==> src/rtl/mult_seq_pkg.sv <==
// Shared types and constants for the column-serial multiplier sequencer.
// Sized around a 17-input column compressor with 7 carry lanes.
package mult_seq_pkg;

    typedef enum logic [1:0] {
        IDLE,
        RUN,
        DONE
    } state_t;

    localparam int PP_BITS     = 16;
    localparam int CARRY_LANES = 7;
    localparam int Y_W         = 17;

    // Number of partial-product bits that land in column col of an n x n product.
    function automatic int col_len(input int col, input int n);
        int lo;
        int hi;
        lo = (col - n + 1 > 0) ? col - n + 1 : 0;
        hi = (col < n - 1) ? col : n - 1;
        return (hi >= lo) ? hi - lo + 1 : 0;
    endfunction

endpackage

==> src/rtl/mult_column_sequencer_pp_gen.sv <==
// Combinational partial-product column generator.
// Bit i of the column is a[i] & b[col-i] wherever both indices are in range.
module pp_column_gen
    import mult_seq_pkg::*;
#(
    parameter int N  = 16,
    parameter int CW = 6
) (
    input  logic [N-1:0]       a_i,
    input  logic [N-1:0]       b_i,
    input  logic [CW-1:0]      col_i,
    output logic [PP_BITS-1:0] pp_o
);

    // Select b[col-i] through a one-hot mask so no variable index is needed.
    always_comb begin
        pp_o = '0;
        for (int i = 0; i < N; i++) begin
            if (col_i >= CW'(i) && (col_i - CW'(i)) < CW'(N)) begin
                pp_o[i] = a_i[i] & (|(b_i & (N'(1) << (col_i - CW'(i)))));
            end
        end
    end

endmodule

==> src/rtl/mult_column_sequencer.sv <==
// Column-serial unsigned N x N multiplier front end.
// Streams one partial-product column per cycle into an external compressor.
module mult_column_sequencer
    import mult_seq_pkg::*;
#(
    parameter int N  = 16,
    parameter int CW = 6
) (
    input  logic                   clk,
    input  logic                   reset,
    input  logic                   in_valid,
    output logic                   in_ready,
    input  logic [N-1:0]           a,
    input  logic [N-1:0]           b,
    output logic                   out_valid,
    input  logic                   out_ready,
    output logic [2*N-1:0]         product,
    output logic                   carry_err,
    output logic [Y_W-1:0]         Y,
    output logic [CARRY_LANES-1:0] icins,
    output logic [CARRY_LANES-1:0] cins,
    input  logic [CARRY_LANES-1:0] icouts,
    input  logic [CARRY_LANES-1:0] couts,
    input  logic                   C,
    input  logic                   S
);

    if (N < 2 || N > PP_BITS) begin : g_bad_n
        $error("mult_column_sequencer: N must be in 2..16");
    end
    if (CW < $clog2(2 * N + 1)) begin : g_bad_cw
        $error("mult_column_sequencer: CW too narrow for 2N columns");
    end

    localparam logic [CW-1:0] LAST_COL = CW'(2 * N - 1);

    state_t                   state_q;
    logic [CW-1:0]            col_q;
    logic [N-1:0]             a_q;
    logic [N-1:0]             b_q;
    logic [2*N-1:0]           prod_q;
    logic [CARRY_LANES-1:0]   ic_q;
    logic [CARRY_LANES-1:0]   c_q;
    logic                     cf_q;
    logic                     err_q;
    logic                     in_ready_q;
    logic                     out_valid_q;
    logic [PP_BITS-1:0]       pp;
    logic                     run;

    pp_column_gen #(
        .N  (N),
        .CW (CW)
    ) u_pp (
        .a_i   (a_q),
        .b_i   (b_q),
        .col_i (col_q),
        .pp_o  (pp)
    );

    // Sequencer FSM: accept operands, walk 2N columns, hold result until taken.
    always_ff @(posedge clk) begin
        if (reset) begin
            state_q     <= IDLE;
            col_q       <= '0;
            a_q         <= '0;
            b_q         <= '0;
            prod_q      <= '0;
            ic_q        <= '0;
            c_q         <= '0;
            cf_q        <= 1'b0;
            err_q       <= 1'b0;
            in_ready_q  <= 1'b1;
            out_valid_q <= 1'b0;
        end else begin
            unique case (state_q)
                IDLE: begin
                    if (in_valid) begin
                        a_q        <= a;
                        b_q        <= b;
                        col_q      <= '0;
                        prod_q     <= '0;
                        ic_q       <= '0;
                        c_q        <= '0;
                        cf_q       <= 1'b0;
                        err_q      <= 1'b0;
                        in_ready_q <= 1'b0;
                        state_q    <= RUN;
                    end
                end
                RUN: begin
                    for (int i = 0; i < 2 * N; i++) begin
                        if (col_q == CW'(i)) begin
                            prod_q[i] <= S;
                        end
                    end
                    ic_q  <= icouts;
                    c_q   <= couts;
                    cf_q  <= C;
                    col_q <= col_q + 1'b1;
                    if (col_q == LAST_COL) begin
                        err_q       <= (|icouts) | (|couts) | C;
                        out_valid_q <= 1'b1;
                        state_q     <= DONE;
                    end
                end
                DONE: begin
                    if (out_ready) begin
                        out_valid_q <= 1'b0;
                        in_ready_q  <= 1'b1;
                        state_q     <= IDLE;
                    end
                end
                default: begin
                    out_valid_q <= 1'b0;
                    in_ready_q  <= 1'b1;
                    state_q     <= IDLE;
                end
            endcase
        end
    end

    assign run = (state_q == RUN);

    // Compressor drive is gated so it sees a quiet column outside RUN.
    always_comb begin
        Y     = '0;
        icins = '0;
        cins  = '0;
        if (run) begin
            Y     = {cf_q, pp};
            icins = ic_q;
            cins  = c_q;
        end
    end

    assign in_ready  = in_ready_q;
    assign out_valid = out_valid_q;
    assign product   = prod_q;
    assign carry_err = err_q;

    a_col_len : assert property (
        @(posedge clk) disable iff (reset)
        run |-> ($countones(pp) <= col_len(int'(col_q), N))
    );

    a_hs_excl : assert property (
        @(posedge clk) disable iff (reset)
        !(in_ready_q && out_valid_q)
    );

endmodule

==> config.mk <==
export PLATFORM = sky130hd
export DESIGN_NAME = mult_column_sequencer
export DESIGN_NICKNAME = d
export VERILOG_FILES = /design/src/rtl/mult_seq_pkg.sv /design/src/rtl/mult_column_sequencer_pp_gen.sv /design/src/rtl/mult_column_sequencer.sv
export SDC_FILE = /design/constraint.sdc
export NUM_CORES = 1
export LEC_CHECK = 0
export CORE_MARGIN = 4
export CORE_UTILIZATION = 55
export CTS_BUF_LIST = sky130_fd_sc_hd__clkbuf_2
export CTS_CLUSTER_SIZE = 24
export DETAILED_ROUTE_END_ITERATION = 16
export HOLD_SLACK_MARGIN = 0.08
export PLACE_DENSITY_LB_ADDON = 0.05
export SLEW_MARGIN = 40
export SYNTH_ARGS = -nofsm -noshare
export SYNTH_HDL_FRONTEND = slang
export SYNTH_SLANG_ARGS = --single-unit
==> constraint.sdc <==
create_clock -name clk -period 4.03 [get_ports clk]
set_input_delay 0.403 -clock clk [delete_from_list [all_inputs] [get_ports clk]]
set_output_delay 0.403 -clock clk [all_outputs]
set_load 0.01 [all_outputs]
==> impl_metrics.csv <==
group,metric,value,unit
floorplan,dieWidth,116.6,µm
final_layout,postLayoutCellArea,7901,µm²
detailed_routing,drc,0,
setup_path,crit_chain,"inv_1, buf_4, ha_1, xnor2_4, mux4_2, a211oi_1, a311oi_1, clkdlybuf4s50_1",
sta,worst-slew-pin-transition,0.7697,ns
sta,slew_headroom,0.4869,
floorplan,die-area,13600,µm²
setup_path,worstPathRequired,3.63,ns
power_and_ir_drop,p_leak,2.838,nW
floorplan,placementRows,39,
floorplan,coreArea,11470,µm²
detailed_routing,wl_per_cell,20.32,µm
logic_synthesis,syn_avg_cell_area,7.876,µm²
logic_synthesis,ys_ff_latch,90,
cts,clkTransAtPathRegs,0.31,ns
logic_synthesis,synth_flop_cell,"dfxtp_1",
floorplan,initial_core_util,0.5660,
logic_synthesis,syn-num-nets,895,
sta,hold_viol,0,
logic_synthesis,synth-edff-count,0,
place,gp_congestion,0.9327,
global_route,grt_pass1_vias,6298,
cts,cts_made_buffers,9,
sta,fin_crit,3.840,ns
place,hpwl,14670,µm
logic_synthesis,synth_top_cell_area_share,0.2776,
sta,slew_viol_final,0,
run,drv_cap,0,
cts,post_cts_buffers,0,
setup_path,cp.buffers_inverters,3,
logic_synthesis,async_reset_ff_frac,0,
cts,htreeDepth,3,
hold_path,hp-class,"in2reg",
logic_synthesis,yosys_warnings,0,
cts,clock-sinks,90,
cts,holdBufCountCts,0,
detailed_routing,ant_nets,0,
cts,clockBufferDepth,2,
detailed_routing,vias_per_cell,6.500,
cts,cts_root_buf,"clkbuf_2",
global_route,grt_pass1_wl,32850,µm
sta,rsz0062_at_grt,"yes",
detailed_routing,finalWirelength,21070,µm
detailed_routing,vias,6741,
setup_path,critPathTopFamily,"buffers and inverters",
cts,clk_latency,0.64,ns
sta,clock_skew,0.03759,ns
final_layout,area_delta_synth_final,21.75,%
setup_path,crit_type,"reg2out",
setup_path,slowest_delay,0.57,ns
logic_synthesis,ys_types,60,
place,post_dp_cell_area,7661,µm²
sta,max_freq,0.2604,GHz
setup_path,worstSetupEndpointType,"output port",
power_and_ir_drop,vdd_drop_max,0.0002630,V
final_layout,nNetsFinal,960,
detailed_routing,drt-initial-drc-count,730,
final_layout,num_antenna_cells,0,
cts,cts_tree,"built",
global_route,grt_start_max_net_pins,67,
logic_synthesis,yosysTopAreaCell,"dfxtp_1",
sta,min_period_over_period,0.9529,
final_layout,fillers,971,
setup_path,crit_arrival,3.44,ns
power_and_ir_drop,powerDensity,259.0,nW/µm²
detailed_routing,dr.pass1.iters,6,
logic_synthesis,ys_top_cells_by_area,"dfxtp_1 28%, a21oi_1 7.8%, mux2i_1 7.1%",
setup_path,critPathLaunchType,"register",
floorplan,dieHeight,116.6,µm
global_route,track_usage,0.3102,
sta,finalSetupViolations,0,
final_layout,drive_gt1_frac,0.1007,
logic_synthesis,synth_cells,824,
final_layout,post-route-util,0.6890,
setup_path,critPathMaxFanout,16,
place,portBuffers,117,
logic_synthesis,yosysSeqAreaShare,0.2776,
floorplan,io_pins,118,
global_route,overflow,0,
run_status,run_status,"finished clean",
setup_path,crit_slowest_cell,"mux4_2",
logic_synthesis,netlist_area,6490,µm²
global_route,antenna_found_initial,1,
-- registers in the layout, indices dropped and copies added, names as in the netlist, 2 cells and up --
signal,count
state_q,2
ic_q,7
product,32
c_q,7
col_q,6
b_q,16
a_q,16
-- metrics by stage --
stage	power (mW)	setup slack [ns]	cells	TNS [ns]	hold WS (ns)
finish	2.047	0.1897	1037	0	0.2700
global route	2.149	-0.007989	1037	-0.01005	0.2368
CTS	2.038	0.03185	1037	0	0.2300
detailed placement	1.518	0.6955	1021	0	0.4553
global placement	1.505	0.7567	1021	0	0.4431
floorplan	1.334	0.9576	824	0	0.4319
-- synth_stat cells, types with 2 or more instances --
cell type    n
clkbuf_1    55
o21ai_0     27
a211oi_1    10
inv_1       11
a22oi_1      2
nand2_1    119
and4b_1      2
mux2_2      11
o22ai_1      2
and4_1       2
buf_1        4
mux4_1       2
o311ai_0     2
o31ai_1      3
nand2b_1     7
buf_2       26
nor3_1      14
mux4_2      18
nand3_1     44
or3_1        3
a41oi_1      2
a31oi_1     12
xnor2_1     27
a21boi_0     4
a32oi_1      2
mux2i_1     46
a311oi_1    11
nor2_1      48
and3_1       9
nand4_1     16
nor2b_1      4
a311o_1      3
nor4_1       6
a221oi_1     4
and2_1      23
nor3b_1      2
dfxtp_1     90
xor2_1       9
nand3b_1     3
a21oi_1    101
ha_1        19
-- placed cells by master, fill, tap and decap left out, types with 11 or more instances in the layout --
cell,netlist,routed
a21oi_1,101,101
a311oi_1,11,11
a31oi_1,12,12
and2_1,23,22
buf_4,0,22
clkdlybuf4s50_1,0,116
dfxtp_1,90,88
ha_1,19,15
inv_1,11,11
mux2_2,11,11
mux2i_1,46,45
mux4_2,18,18
nand2_1,119,119
nand3_1,44,44
nand4_1,16,16
nor2_1,48,47
nor3_1,14,14
o21ai_0,27,26
xnor2_1,27,25
-- per-layer routing --
metal  GRT usage  routed length [µm]  vias up
met5           0                  15        -
met1      0.4210                8611     3178
met2      0.4638                9398      412
li1            -                   -     3081
met3     0.08756                2313       68
met4      0.1315                 727        2
-- power breakdown --
part | internal [mW] | switching [mW] | leakage (nW) | total (mW)
Combinational | 0.231 | 0.279 | 2.02 | 0.510
Clock | 0.163 | 0.361 | 0.0833 | 0.524
Sequential | 0.939 | 0.0733 | 0.734 | 1.01
Total | 1.33 | 0.713 | 2.84 | 2.05
-- path summary, 6_finish.rpt --
kind	start	endpoint	slack [ns]	cells after the start
setup / recovery	col_q[0]$_SDFFE_PP0P_	Y[13]	0.19	8
setup reg to reg	col_q[3]$_SDFFE_PP0P_	product[31]$_SDFFE_PP0P_	1.64	7
hold / removal	a[9]	a_q[9]$_SDFFE_PP0P_	0.27	3
hold reg to reg	ic_q[4]$_SDFFE_PP0P_	ic_q[4]$_SDFFE_PP0P_	0.48	2
-- area by class of cell --
class	count	area, µm²	area share
Multi-Input combinational cell	635	4377	0.5539
Sequential cell	90	1804	0.2283
Timing Repair Buffer	140	1353	0.1712
Tap cell	143	178.9	0.02264
Clock inverter	7	95.09	0.01203
Inverter	13	48.80	0.006176
Clock buffer	9	45.04	0.005701
-- worst register-to-register path: stages (launching register included) --
cell,delay (ns)
dfxtp_1,0.41
buf_4,0.30
ha_1,0.57
nand2_1,0.22
o21ai_0,0.44
nand2_1,0.14
nand3_1,0.10
a21oi_1,0.07
-- cell families after synthesis --
group	after synthesis	share of synthesized area
muxes	77	0.1606
AOI/OAI and AO/OA	198	0.1857
buffers and inverters	99	0.06343
adders and majority gates	19	0.03663
xor gates and xnor gates	38	0.05533
and+or+nand+nor	303	0.2207
DFF	90	0.2776
-- what timing repair did --
item	in CTS	in global routing
endpoints found under the setup margin	4	15
gates cloned	0	0
resized for setup	3	17
(Power assumes the default switching activity.)
